[src/rtl/regfile_writeback.sv]
// Register-file writeback queue: merges load and ALU results into an in-order FIFO and
// drains one write per cycle. Define WB_FORWARD_EN to compile in read-index forwarding.
module regfile_writeback #(
  parameter int DEPTH = 4
) (
  input  logic        clk,
  input  logic        reset,
  input  logic        mem_valid,
  output logic        mem_ready,
  input  logic [1:0]  mem_addr,
  input  logic [15:0] mem_data,
  input  logic        alu_valid,
  output logic        alu_ready,
  input  logic [1:0]  alu_addr,
  input  logic [15:0] alu_data,
  input  logic        wb_hold,
  output logic        reg_write,
  output logic [1:0]  wr_addr,
  output logic [15:0] wr_data,
  input  logic [1:0]  rd_addr_1,
  input  logic [1:0]  rd_addr_2,
  output logic        fwd_hit_1,
  output logic        fwd_hit_2,
  output logic [15:0] fwd_data_1,
  output logic [15:0] fwd_data_2,
  output logic [3:0]  pending,
  output logic [3:0]  level
);
  localparam int PW = $clog2(DEPTH);

  typedef struct packed {
    logic [1:0]  addr;
    logic [15:0] data;
  } wb_entry_t;

  wb_entry_t         ent_q [DEPTH];
  wb_entry_t         push_ent, head;
  logic [PW-1:0]     wr_ptr_q, wr_ptr_d, rd_ptr_q, rd_ptr_d;
  logic [3:0]        level_q, level_d;
  logic              full, push, pop, nonempty;

  assign full      = (level_q == 4'(DEPTH));
  assign nonempty  = (level_q != 4'd0);
  assign mem_ready = !full;
  assign alu_ready = !full && !mem_valid;
  assign push      = (mem_valid && mem_ready) || (alu_valid && alu_ready);
  assign push_ent  = mem_valid ? {mem_addr, mem_data} : {alu_addr, alu_data};
  assign head      = ent_q[rd_ptr_q];
  assign pop       = nonempty && !wb_hold;

  assign reg_write = pop;
  assign wr_addr   = nonempty ? head.addr : 2'd0;
  assign wr_data   = nonempty ? head.data : 16'd0;
  assign level     = level_q;

  always_comb begin
    wr_ptr_d = wr_ptr_q + PW'(push);
    rd_ptr_d = rd_ptr_q + PW'(pop);
    level_d  = level_q + 4'(push) - 4'(pop);
  end

  always_ff @(posedge clk) begin
    if (!reset) begin
      wr_ptr_q <= '0;
      rd_ptr_q <= '0;
      level_q  <= '0;
    end else begin
      wr_ptr_q <= wr_ptr_d;
      rd_ptr_q <= rd_ptr_d;
      level_q  <= level_d;
    end
  end

  // Storage is left unreset; every read below is qualified by level_q.
  always_ff @(posedge clk) begin
    if (reset && push) ent_q[wr_ptr_q] <= push_ent;
  end

  always_comb begin
    pending = '0;
    for (int i = 0; i < DEPTH; i++) begin
      if (4'(i) < level_q) pending[ent_q[rd_ptr_q + PW'(i)].addr] = 1'b1;
    end
  end

`ifdef WB_FORWARD_EN
  // Walk oldest to youngest so the last match is the youngest write.
  always_comb begin
    fwd_hit_1  = 1'b0;
    fwd_hit_2  = 1'b0;
    fwd_data_1 = '0;
    fwd_data_2 = '0;
    for (int i = 0; i < DEPTH; i++) begin
      if (4'(i) < level_q) begin
        if (ent_q[rd_ptr_q + PW'(i)].addr == rd_addr_1) begin
          fwd_hit_1  = 1'b1;
          fwd_data_1 = ent_q[rd_ptr_q + PW'(i)].data;
        end
        if (ent_q[rd_ptr_q + PW'(i)].addr == rd_addr_2) begin
          fwd_hit_2  = 1'b1;
          fwd_data_2 = ent_q[rd_ptr_q + PW'(i)].data;
        end
      end
    end
  end
`else
  logic unused_rd;
  assign unused_rd  = ^{rd_addr_1, rd_addr_2};
  assign fwd_hit_1  = 1'b0;
  assign fwd_hit_2  = 1'b0;
  assign fwd_data_1 = '0;
  assign fwd_data_2 = '0;
`endif

endmodule

[config.mk]
export PLATFORM = sky130hd
export DESIGN_NAME = regfile_writeback
export DESIGN_NICKNAME = d
export VERILOG_FILES = /design/src/rtl/regfile_writeback.sv
export SDC_FILE = /design/constraint.sdc
export NUM_CORES = 1
export LEC_CHECK = 0
export ABC_AREA = 1
export BUFFER_PORTS_ARGS = -buffer_cell sky130_fd_sc_hd__buf_2
export CAP_MARGIN = 20
export CORE_MARGIN = 5
export CORE_UTILIZATION = 40
export DETAILED_ROUTE_END_ITERATION = 8
export PLACE_DENSITY_LB_ADDON = 0.12
export REMOVE_ABC_BUFFERS = 1
export SYNTH_ARGS = -nofsm -noshare
export SYNTH_HDL_FRONTEND = slang
export SYNTH_SLANG_ARGS = --single-unit
[constraint.sdc]
create_clock -name clk -period 3.8 [get_ports clk]
set_input_delay 0.38 -clock clk [delete_from_list [all_inputs] [get_ports clk]]
set_output_delay 0.38 -clock clk [all_outputs]
set_load 0.1 [all_outputs]
==> results of run 1 <==
==> cell families (layout without fill, tap and decap cells) <==
logic type / count (synthesis) / in the layout / synth area share
adders and majority gates: 9 / 9 / 0.0286
other: 1 / 34 / 0.000892
xor gates and xnor gates: 3 / 3 / 0.00625
and+or+nand+nor: 234 / 234 / 0.241
buffers and inverters: 85 / 122 / 0.123
AOI/OAI and AO/OA: 24 / 24 / 0.0470
DFF: 80 / 80 / 0.553
==> layer usage <==
metal  vias up  GRT usage  wire length (um)
met3        13     0.0275               467
met4         0     0.0553               143
met1      1449      0.183              4050
met5         -          0                 0
met2        80      0.261              4480
li1       1555          -                 -
==> worst max-delay path: cells and delay by family, from the launching register on <==
kind	cells	cell delay (ns)
buffers and inverters	2	0.80
flip-flops	1	0.66
AND/OR/NAND/NOR	8	0.70
==> synth_stat cells <==
library cell,count
nand3_2,1
buf_1,1
inv_8,1
nand2_4,1
nand2_2,6
o21ai_0,2
buf_6,4
nor3_1,4
o21ai_2,4
ha_1,8
edfxtp_1,72
conb_1,1
clkbuf_1,1
a41oi_1,16
xor2_1,1
xnor2_1,2
inv_2,1
clkinv_1,2
dfxtp_1,8
buf_4,40
nand3_1,80
nand2_1,111
fa_1,1
buf_2,9
a31oi_1,2
nor2_1,30
inv_1,26
nand4_1,1
==> through the flow <==
step	util	instances	hold slack, ns	cell area [um^2]	TNS (ns)
floorplan	-	414	0.473	3930	-33.78
global placement	0.440	626	0.563	4520	0
detailed placement	0.440	626	0.576	4520	0
CTS	0.461	642	0.287	4740	0
global route	0.461	642	0.305	4740	0
finish	0.461	642	0.301	4740	0
==> cell type report <==
type / instances / area, um^2 / area share
sequential: 80 / 2320 / 0.490
multi-input combinational: 304 / 1510 / 0.318
clock inverter: 6 / 91.3 / 0.0193
clock buffer: 10 / 128 / 0.0269
inverter: 30 / 120 / 0.0254
timing repair buffer: 76 / 398 / 0.0840
tap: 136 / 170 / 0.0359
==> sequential cells by signal (all words and copies together) (netlist names) <==
register  cells
level         4
ent_q        72
wr_ptr_q      2
rd_ptr_q      2
==> worst min path at each step <==
stage                start           to  slack, ns  depth (start not counted)
4_1_cts              reset     level[0]       0.29                          3
5_1_grt              reset  wr_ptr_q[0]       0.30                          3
3_5_place_dp   wr_ptr_q[1]  wr_ptr_q[1]       0.58                          2
2_1_floorplan        reset     level[0]       0.47                          2
3_3_place_gp   wr_ptr_q[1]  wr_ptr_q[1]       0.56                          2
6_report             reset  rd_ptr_q[0]       0.30                          3
==> qor.yml, run 1 <==
tightest_slew_ns: 0.692
cp-start-kind: "flop"
layout.cells.most_common: "nand2_1"
ctsResizeCount: 0
io_pins: 108
grt_overflow: 0
gr-usage-all-layers: 0.149
yosys_warnings: 0
root_buffer: "clkbuf_8"
cts_tree: "yes"
maxSlewViolCount: 0
post_cts_buffers: 0
path_cells: "buf_4, nand2_1, nand2_4, nand2_1, nand2_1, nand2_1, nor2_1, nor2_1, nand2_1, buf_2"
num_rows: 37
drt_iter0_markers: 154
first_pass_iters: 4
die_w_um: 113
final_cell_mix: "nand2_1, nand3_1, edfxtp_1"
reg2reg_slack_ns: 1.28
fin_crit_sh: 0.761
crit_path_max_fanout: 27
place_ws_ns: 1.26
reg2reg_to: "level[2]"
die_height_um: 113
cts.path.max_buffers: 2
gp_congestion: 0.818
n_antenna_cell: 0
crit_path_start: "rd_ptr_q[0]"
seq_area_frac_synth: 0.553
start_util: 0.409
synth_area_um2: 4200
clock_latency_ns: 0.35
synth.distinct_cells: 28
post-route-drc-count: 0
via_per_inst: 4.82
grt_pass1_wl_mm: 14.9
max_freq_mhz: 346
setup_viol: 0
worstSetupPathType: "reg2out"
grt_pass1_vias: 3027
synth_top_cell_area_share: 0.514
fillers: 990
endpoint: "pending[3]"
worst_slack_ns: 0.910
synth_area_leader_cell: "edfxtp_1"
ys_ff_latch: 80
hold_viol_final: 0
skew_ns: 0.0105
dieArea_um2: 12700
final_nets: 555
drive_above_1_share: 0.217
fp.coreArea_um2: 10300
cts_made_buffers: 9
antenna_left: 0
cts.sinks: 80
syn_to_final_growth_pct: 12.7
r2r_start: "level[2]"
place_hpwl_mm: 6.08
cp.arrival_ns: 2.51
status: "finished clean"
ctsHoldBuffers: 0
drt_wl_total_mm: 9.15
wl_per_cell_um: 14.2
syn_inst: 436
hp-class: "in2reg"
cpMostUsedCell: "nand2_1"
syn_area_per_cell_um2: 9.64
crit_path_top_delay_cell: "dfxtp_2"
endpoint_kind: "output port"
clk_pin_slew_ns: 0.08
ff2ff_path_depth: 13
io_buffers: 69
maxSlewHeadroom: 0.538
vias: 3097
cp_data_required_time_ns: 3.42
antenna_found_initial: 0
cap_viol_max_count: 0
rsz0062_at_grt: "no"
netlist_top_cells_area: "edfxtp_1, nand2_1, nand3_1, buf_4, dfxtp_1"
grt_max_degree: 46
cp_slowest_stage_delay_ns: 0.66
min_period_ns: 2.89
htreeDepth: 3
Power of run 1 is not shown: default switching activity piles up to over one toggle a cycle in this logic, so the estimate is an artifact.
==> inputs of run 2 (changes only) <==
Clock period 3.8 ns to 2.62 ns, I/O delays scaled along.
==> run 2 against run 1 <==
Net effect: final cell count grew 0.93%; sequential share of layout area shrank 1.5 points; first-iteration DRC count shrank 32%; clock skew shrank 0.00094 ns; core utilization grew 1.5 points; global-route usage shrank 0.24 points; via count grew 1.1%; non-clock buffer count grew 6; clock-buffer cell count shrank 1; die area is the same; critical path depth shrank 3; cell area grew 3.2%.
==> qor.yml, run 2 (synthesis results as in run 1) <==
ctsHoldBuffers: 0  # unchanged
reg2reg_to: "level[2]"  # unchanged
die_w_um: 113  # unchanged
root_buffer: "clkbuf_8"  # unchanged
fillers: 1003  # was 990
reg2reg_slack_ns: 0.39  # was 1.28 ns
drt_iter0_markers: 104  # was 154
place_hpwl_mm: 6.30  # was 6.08 mm
clock_latency_ns: 0.35  # about the same
crit_cells: 7  # was 10
gp_congestion: 0.847  # was 0.818
cts.path.max_buffers: 2  # unchanged
io_pins: 108  # unchanged
cap_viol_max_count: 0  # unchanged
ff2ff_path_depth: 12  # was 13
drt_wl_total_mm: 9.29  # was 9.15 mm
status: "finished clean"  # unchanged
grt_pass1_wl_mm: 14.7  # was 14.9 mm
worstSetupPathType: "reg2out"  # unchanged
antenna_found_initial: 0  # unchanged
vias: 3132  # was 3097
rsz0062_at_grt: "no"  # unchanged
grt_overflow: 0  # unchanged
endpoint: "wr_data[0]"  # was pending[3]
first_pass_iters: 4  # unchanged
clk_pin_slew_ns: 0.09  # was 0.08 ns
hp-class: "in2reg"  # unchanged
layout.cells.most_common: "nand2_1"  # unchanged
crit_path_start: "level[2]"  # was rd_ptr_q[0]
wl_per_cell_um: 14.3  # was 14.2 um
max_freq_mhz: 404
endpoint_kind: "output port"  # unchanged
setup_viol: 0  # unchanged
antenna_left: 0  # unchanged
start_util: 0.409  # unchanged
htreeDepth: 3  # unchanged
cp-start-kind: "flop"  # unchanged
crit_path_top_delay_cell: "buf_2"  # was dfxtp_2
skew_ns: 0.00953  # was 0.0105 ns
post-route-drc-count: 0  # unchanged
regArea_um2: 2330  # was 2320 um^2
crit_path_max_fanout: 16  # was 27
critPathTopFamily: "buffers and inverters"  # unchanged
grt_max_degree: 46  # unchanged
maxSlewViolCount: 0  # unchanged
hold_viol_final: 0  # unchanged
cp_slowest_stage_delay_ns: 0.48  # was 0.66 ns
cts_tree: "yes"  # unchanged
grt_pass1_vias: 3007  # was 3027
top_register: "ent_q"  # unchanged
cts.sinks: 80  # unchanged
r2r_start: "level[2]"  # unchanged
via_per_inst: 4.83  # was 4.82
fp.coreArea_um2: 10300  # unchanged
fin_util: 0.476  # was 0.461
path_buf_inv: 4  # was 2
fin_crit_sh: 0.944
path_cells: "inv_1, ha_1, nand3_2, clkinv_1, buf_4, a41oi_1, buf_2"  # was buf_4, nand2_1, nand2_4, nand2_1, nand2_1, nand2_1, nor2_1, nor2_1, nand2_1, buf_2
cts_made_buffers: 9  # unchanged
largest_reg_flops: 72  # unchanged
n_antenna_cell: 0  # unchanged
final_nets: 561  # was 555
dieArea_um2: 12700  # unchanged
io_buffers: 69  # unchanged
num_rows: 37  # unchanged
gr-usage-all-layers: 0.147  # was 0.149
cp_data_required_time_ns: 2.36  # was 3.42 ns
multiInputGateArea_um2: 1510  # unchanged
cp.arrival_ns: 2.21  # was 2.51 ns
syn_to_final_growth_pct: 16.3  # was 12.7%
min_period_ns: 2.47
die_height_um: 113  # unchanged
drive_above_1_share: 0.229  # was 0.217
final_cell_mix: "nand2_1, nand3_1, edfxtp_1"  # unchanged
min_path_cells: 3  # unchanged
## run 2: metal layers
metal	GRT usage	wire (um)	vias to the layer above
li1	-	-	1566
met1	0.180	4160	1475
met2	0.261	4550	83
met3	0.0313	487	8
met4	0.0401	87	0
met5	0	0	-
## run 2: worst register-to-register path: cells and delay by family (launching register included)
| family | cells | cell delay (ns) |
|---|---|---|
| adder cells (fa/ha/maj) | 4 | 1.02 |
| flip-flops | 1 | 0.36 |
| AND/OR/NAND/NOR | 3 | 0.32 |
| buffers and inverters | 4 | 0.29 |
| XOR/XNOR | 1 | 0.14 |
## run 2: layout make-up
| type | count | share of cell area |
|---|---|---|
| timing repair buffer | 82 | 0.114 |
| tap | 136 | 0.0348 |
| inverter | 30 | 0.0246 |
| sequential | 80 | 0.476 |
| multi-input combinational | 304 | 0.308 |
| clock buffer | 9 | 0.0253 |
| clock inverter | 7 | 0.0177 |
## run 2: what timing repair did
action / 4_1_cts / 5_1_grt
endpoints found under the hold margin: 0 / 0
setup buffers: 0 / 0
endpoints found under the setup margin: 0 / 8
resized for setup: 0 / 4
## run 2: through the flow
| stage | setup TNS (ns) | worst slack [ns] | std cells | cell area (um^2) | hold WS (ns) |
|---|---|---|---|---|---|
| floorplan | -145.56 | -1.88 | 414 | 3930 | 0.355 |
| global placement | 0 | 0.436 | 632 | 4670 | 0.541 |
| CTS | 0 | 0.0954 | 648 | 4880 | 0.157 |
| finish | 0 | 0.147 | 648 | 4890 | 0.173 |
| global route | 0 | 0.0146 | 648 | 4890 | 0.168 |
| detailed placement | 0 | 0.412 | 632 | 4670 | 0.543 |
## run 2: worst min-delay path by stage
stage	slack, ns	to	start
6_report	0.17	rd_ptr_q[0]	reset
4_1_cts	0.16	rd_ptr_q[0]	reset
5_1_grt	0.17	rd_ptr_q[0]	reset
3_3_place_gp	0.54	rd_ptr_q[0]	reset
2_1_floorplan	0.36	level[0]	reset
3_5_place_dp	0.54	rd_ptr_q[0]	reset
Power of run 2 is left out for the same reason.
==> inputs of run 3 (changes only) <==
Clock period 2.62 ns to 2.39 ns, I/O delays scaled along.
==> run 3 against run 2 <==
Net effect: die area stayed put; critical endpoint is now wr_data[15]; global-route usage is 0.55 points higher; core utilization is 1.0 points higher; first-iteration DRC count is 37% higher; clock-buffer cell count stayed put; non-clock buffer count is 4 higher; cell area is 2.1% higher; via count is 0.32% lower.
==> qor.yml, run 3 (synthesis results as in run 1) <==
final_cell_area_um2: 4990  # was 4890 um^2
via_per_inst: 4.79  # was 4.83
fillers: 983  # was 1003
wl_per_cell_um: 14.4  # was 14.3 um
cp-start-kind: "flop"  # unchanged
status: "finished clean"  # unchanged
syn_to_final_growth_pct: 18.8  # was 16.3%
place_ws_ns: 0.172  # was 0.412 ns
dieArea_um2: 12700  # unchanged
endpoint: "wr_data[15]"  # was wr_data[0]
antenna_found_initial: 0  # unchanged
gp_congestion: 0.799  # was 0.847
start_util: 0.409  # unchanged
reg2reg_slack_ns: 0.20  # was 0.39 ns
num_rows: 37  # unchanged
ff2ff_path_depth: 12  # unchanged
worst_slack_ns: 0.0818  # was 0.147 ns
crit_path_max_fanout: 16  # unchanged
io_pins: 108  # unchanged
grt_max_degree: 31  # was 46
hold_viol_final: 0  # unchanged
post_cts_buffers: 0  # unchanged
grt_pass1_vias: 3003  # was 3007
worstSetupPathType: "reg2out"  # unchanged
regArea_um2: 2330  # about the same
place_area_um2: 4740  # was 4670 um^2
final_nets: 565  # was 561
cap_viol_max_count: 0  # unchanged
cts.sinks: 80  # unchanged
htreeDepth: 3  # unchanged
fp.coreArea_um2: 10300  # unchanged
clock_latency_ns: 0.35  # about the same
grt_overflow: 0  # unchanged
io_buffers: 69  # unchanged
clk_pin_slew_ns: 0.08  # was 0.09 ns
place_hpwl_mm: 6.52  # was 6.30 mm
placedCellCount: 636  # was 632
cp_data_required_time_ns: 2.15  # was 2.36 ns
die_w_um: 113  # unchanged
cp.arrival_ns: 2.07  # was 2.21 ns
drt_wl_total_mm: 9.36  # was 9.29 mm
min_period_ns: 2.31
crit_path_start: "level[2]"  # unchanged
vias: 3122  # was 3132
busiest_layer: "met2"  # unchanged
antenna_left: 0  # unchanged
setup_viol: 0  # unchanged
gr-usage-all-layers: 0.152  # was 0.147
first_pass_iters: 4  # unchanged
top_register: "ent_q"  # unchanged
largest_reg_flops: 72  # unchanged
maxSlewViolCount: 0  # unchanged
endpoint_kind: "output port"  # unchanged
met2_usage: 0.278  # was 0.261
fin_cells: 652  # was 648
grt_pass1_wl_mm: 15.2  # was 14.7 mm
fin_crit_sh: 0.966
r2r_start: "level[2]"  # unchanged
cts_tree: "yes"  # unchanged
cts.path.max_buffers: 2  # unchanged
die_height_um: 113  # unchanged
final_cell_mix: "nand2_1, nand3_1, edfxtp_1"  # unchanged
post-route-drc-count: 0  # unchanged
multiInputGateArea_um2: 1520  # was 1510 um^2
drt_iter0_markers: 142  # was 104
grtUsageMet1: 0.183  # was 0.180
hp-class: "in2reg"  # unchanged
cts_made_buffers: 9  # unchanged
max_freq_mhz: 433
root_buffer: "clkbuf_8"  # unchanged
use_met3: 0.0296  # was 0.0313
n_antenna_cell: 0  # unchanged
drive_above_1_share: 0.240  # was 0.229
layout.cells.most_common: "nand2_1"  # unchanged
reg2reg_to: "level[2]"  # unchanged
skew_ns: 0.00998  # was 0.00953 ns
## run 3: changes by cell type in the layout (fill, tap and decap cells not counted), moves of 2 or more
cell | before | now
buf_4 | 13 | 27
buf_2 | 59 | 46
buf_12 | 7 | 10
clkinv_2 | 0 | 2
## run 3: how the worst min path moves through the flow
stage	from	endpoint	slack, ns	depth (start not counted)
after floorplan	reset	level[0]	0.33	2
after global routing	reset	rd_ptr_q[0]	0.16	3
final	reset	rd_ptr_q[0]	0.16	3
after global placement	reset	rd_ptr_q[0]	0.52	3
after CTS	reset	rd_ptr_q[0]	0.14	3
after detailed placement	reset	wr_ptr_q[0]	0.53	3
## run 3: layer usage
layer / wire length [um] / share of wire
met1: 3920 / 0.42
met2: 4670 / 0.50
met3: 693 / 0.074
met4: 87 / 0.0093
met5: 0 / 0
## run 3: layout make-up
| cell class | count | area share |
|---|---|---|
| flip-flops and latches | 80 | 0.466 |
| inverters | 30 | 0.0246 |
| repair buffers | 86 | 0.131 |
| multi-input cells | 304 | 0.304 |
| well taps | 136 | 0.0341 |
| clock buffers | 9 | 0.0248 |
| clock inverters | 7 | 0.0155 |
## run 3: what timing repair did
item / in CTS / in global routing
endpoints found under the setup margin: 14 / 12
hold buffers: 0 / 0
gates resized for setup: 10 / 13
## run 3: metrics by stage
step / utilization / setup TNS, ns / hold WS [ns]
4_1_cts: 0.483 / 0 / 0.141
3_5_place_dp: 0.461 / 0 / 0.526
3_3_place_gp: 0.461 / 0 / 0.517
2_1_floorplan: - / -168.75 / 0.332
5_1_grt: 0.486 / -0.00451 / 0.160
6_report: 0.486 / 0 / 0.157
## run 3: critical path, cell delays in order, from the launching register on
cell      delay (ns)
dfxtp_2         0.34
inv_1           0.06
ha_1            0.24
nand3_2         0.12
clkinv_1        0.12
buf_4           0.23
a41oi_1         0.26
buf_4           0.34
Power of run 3 is left out for the same reason.
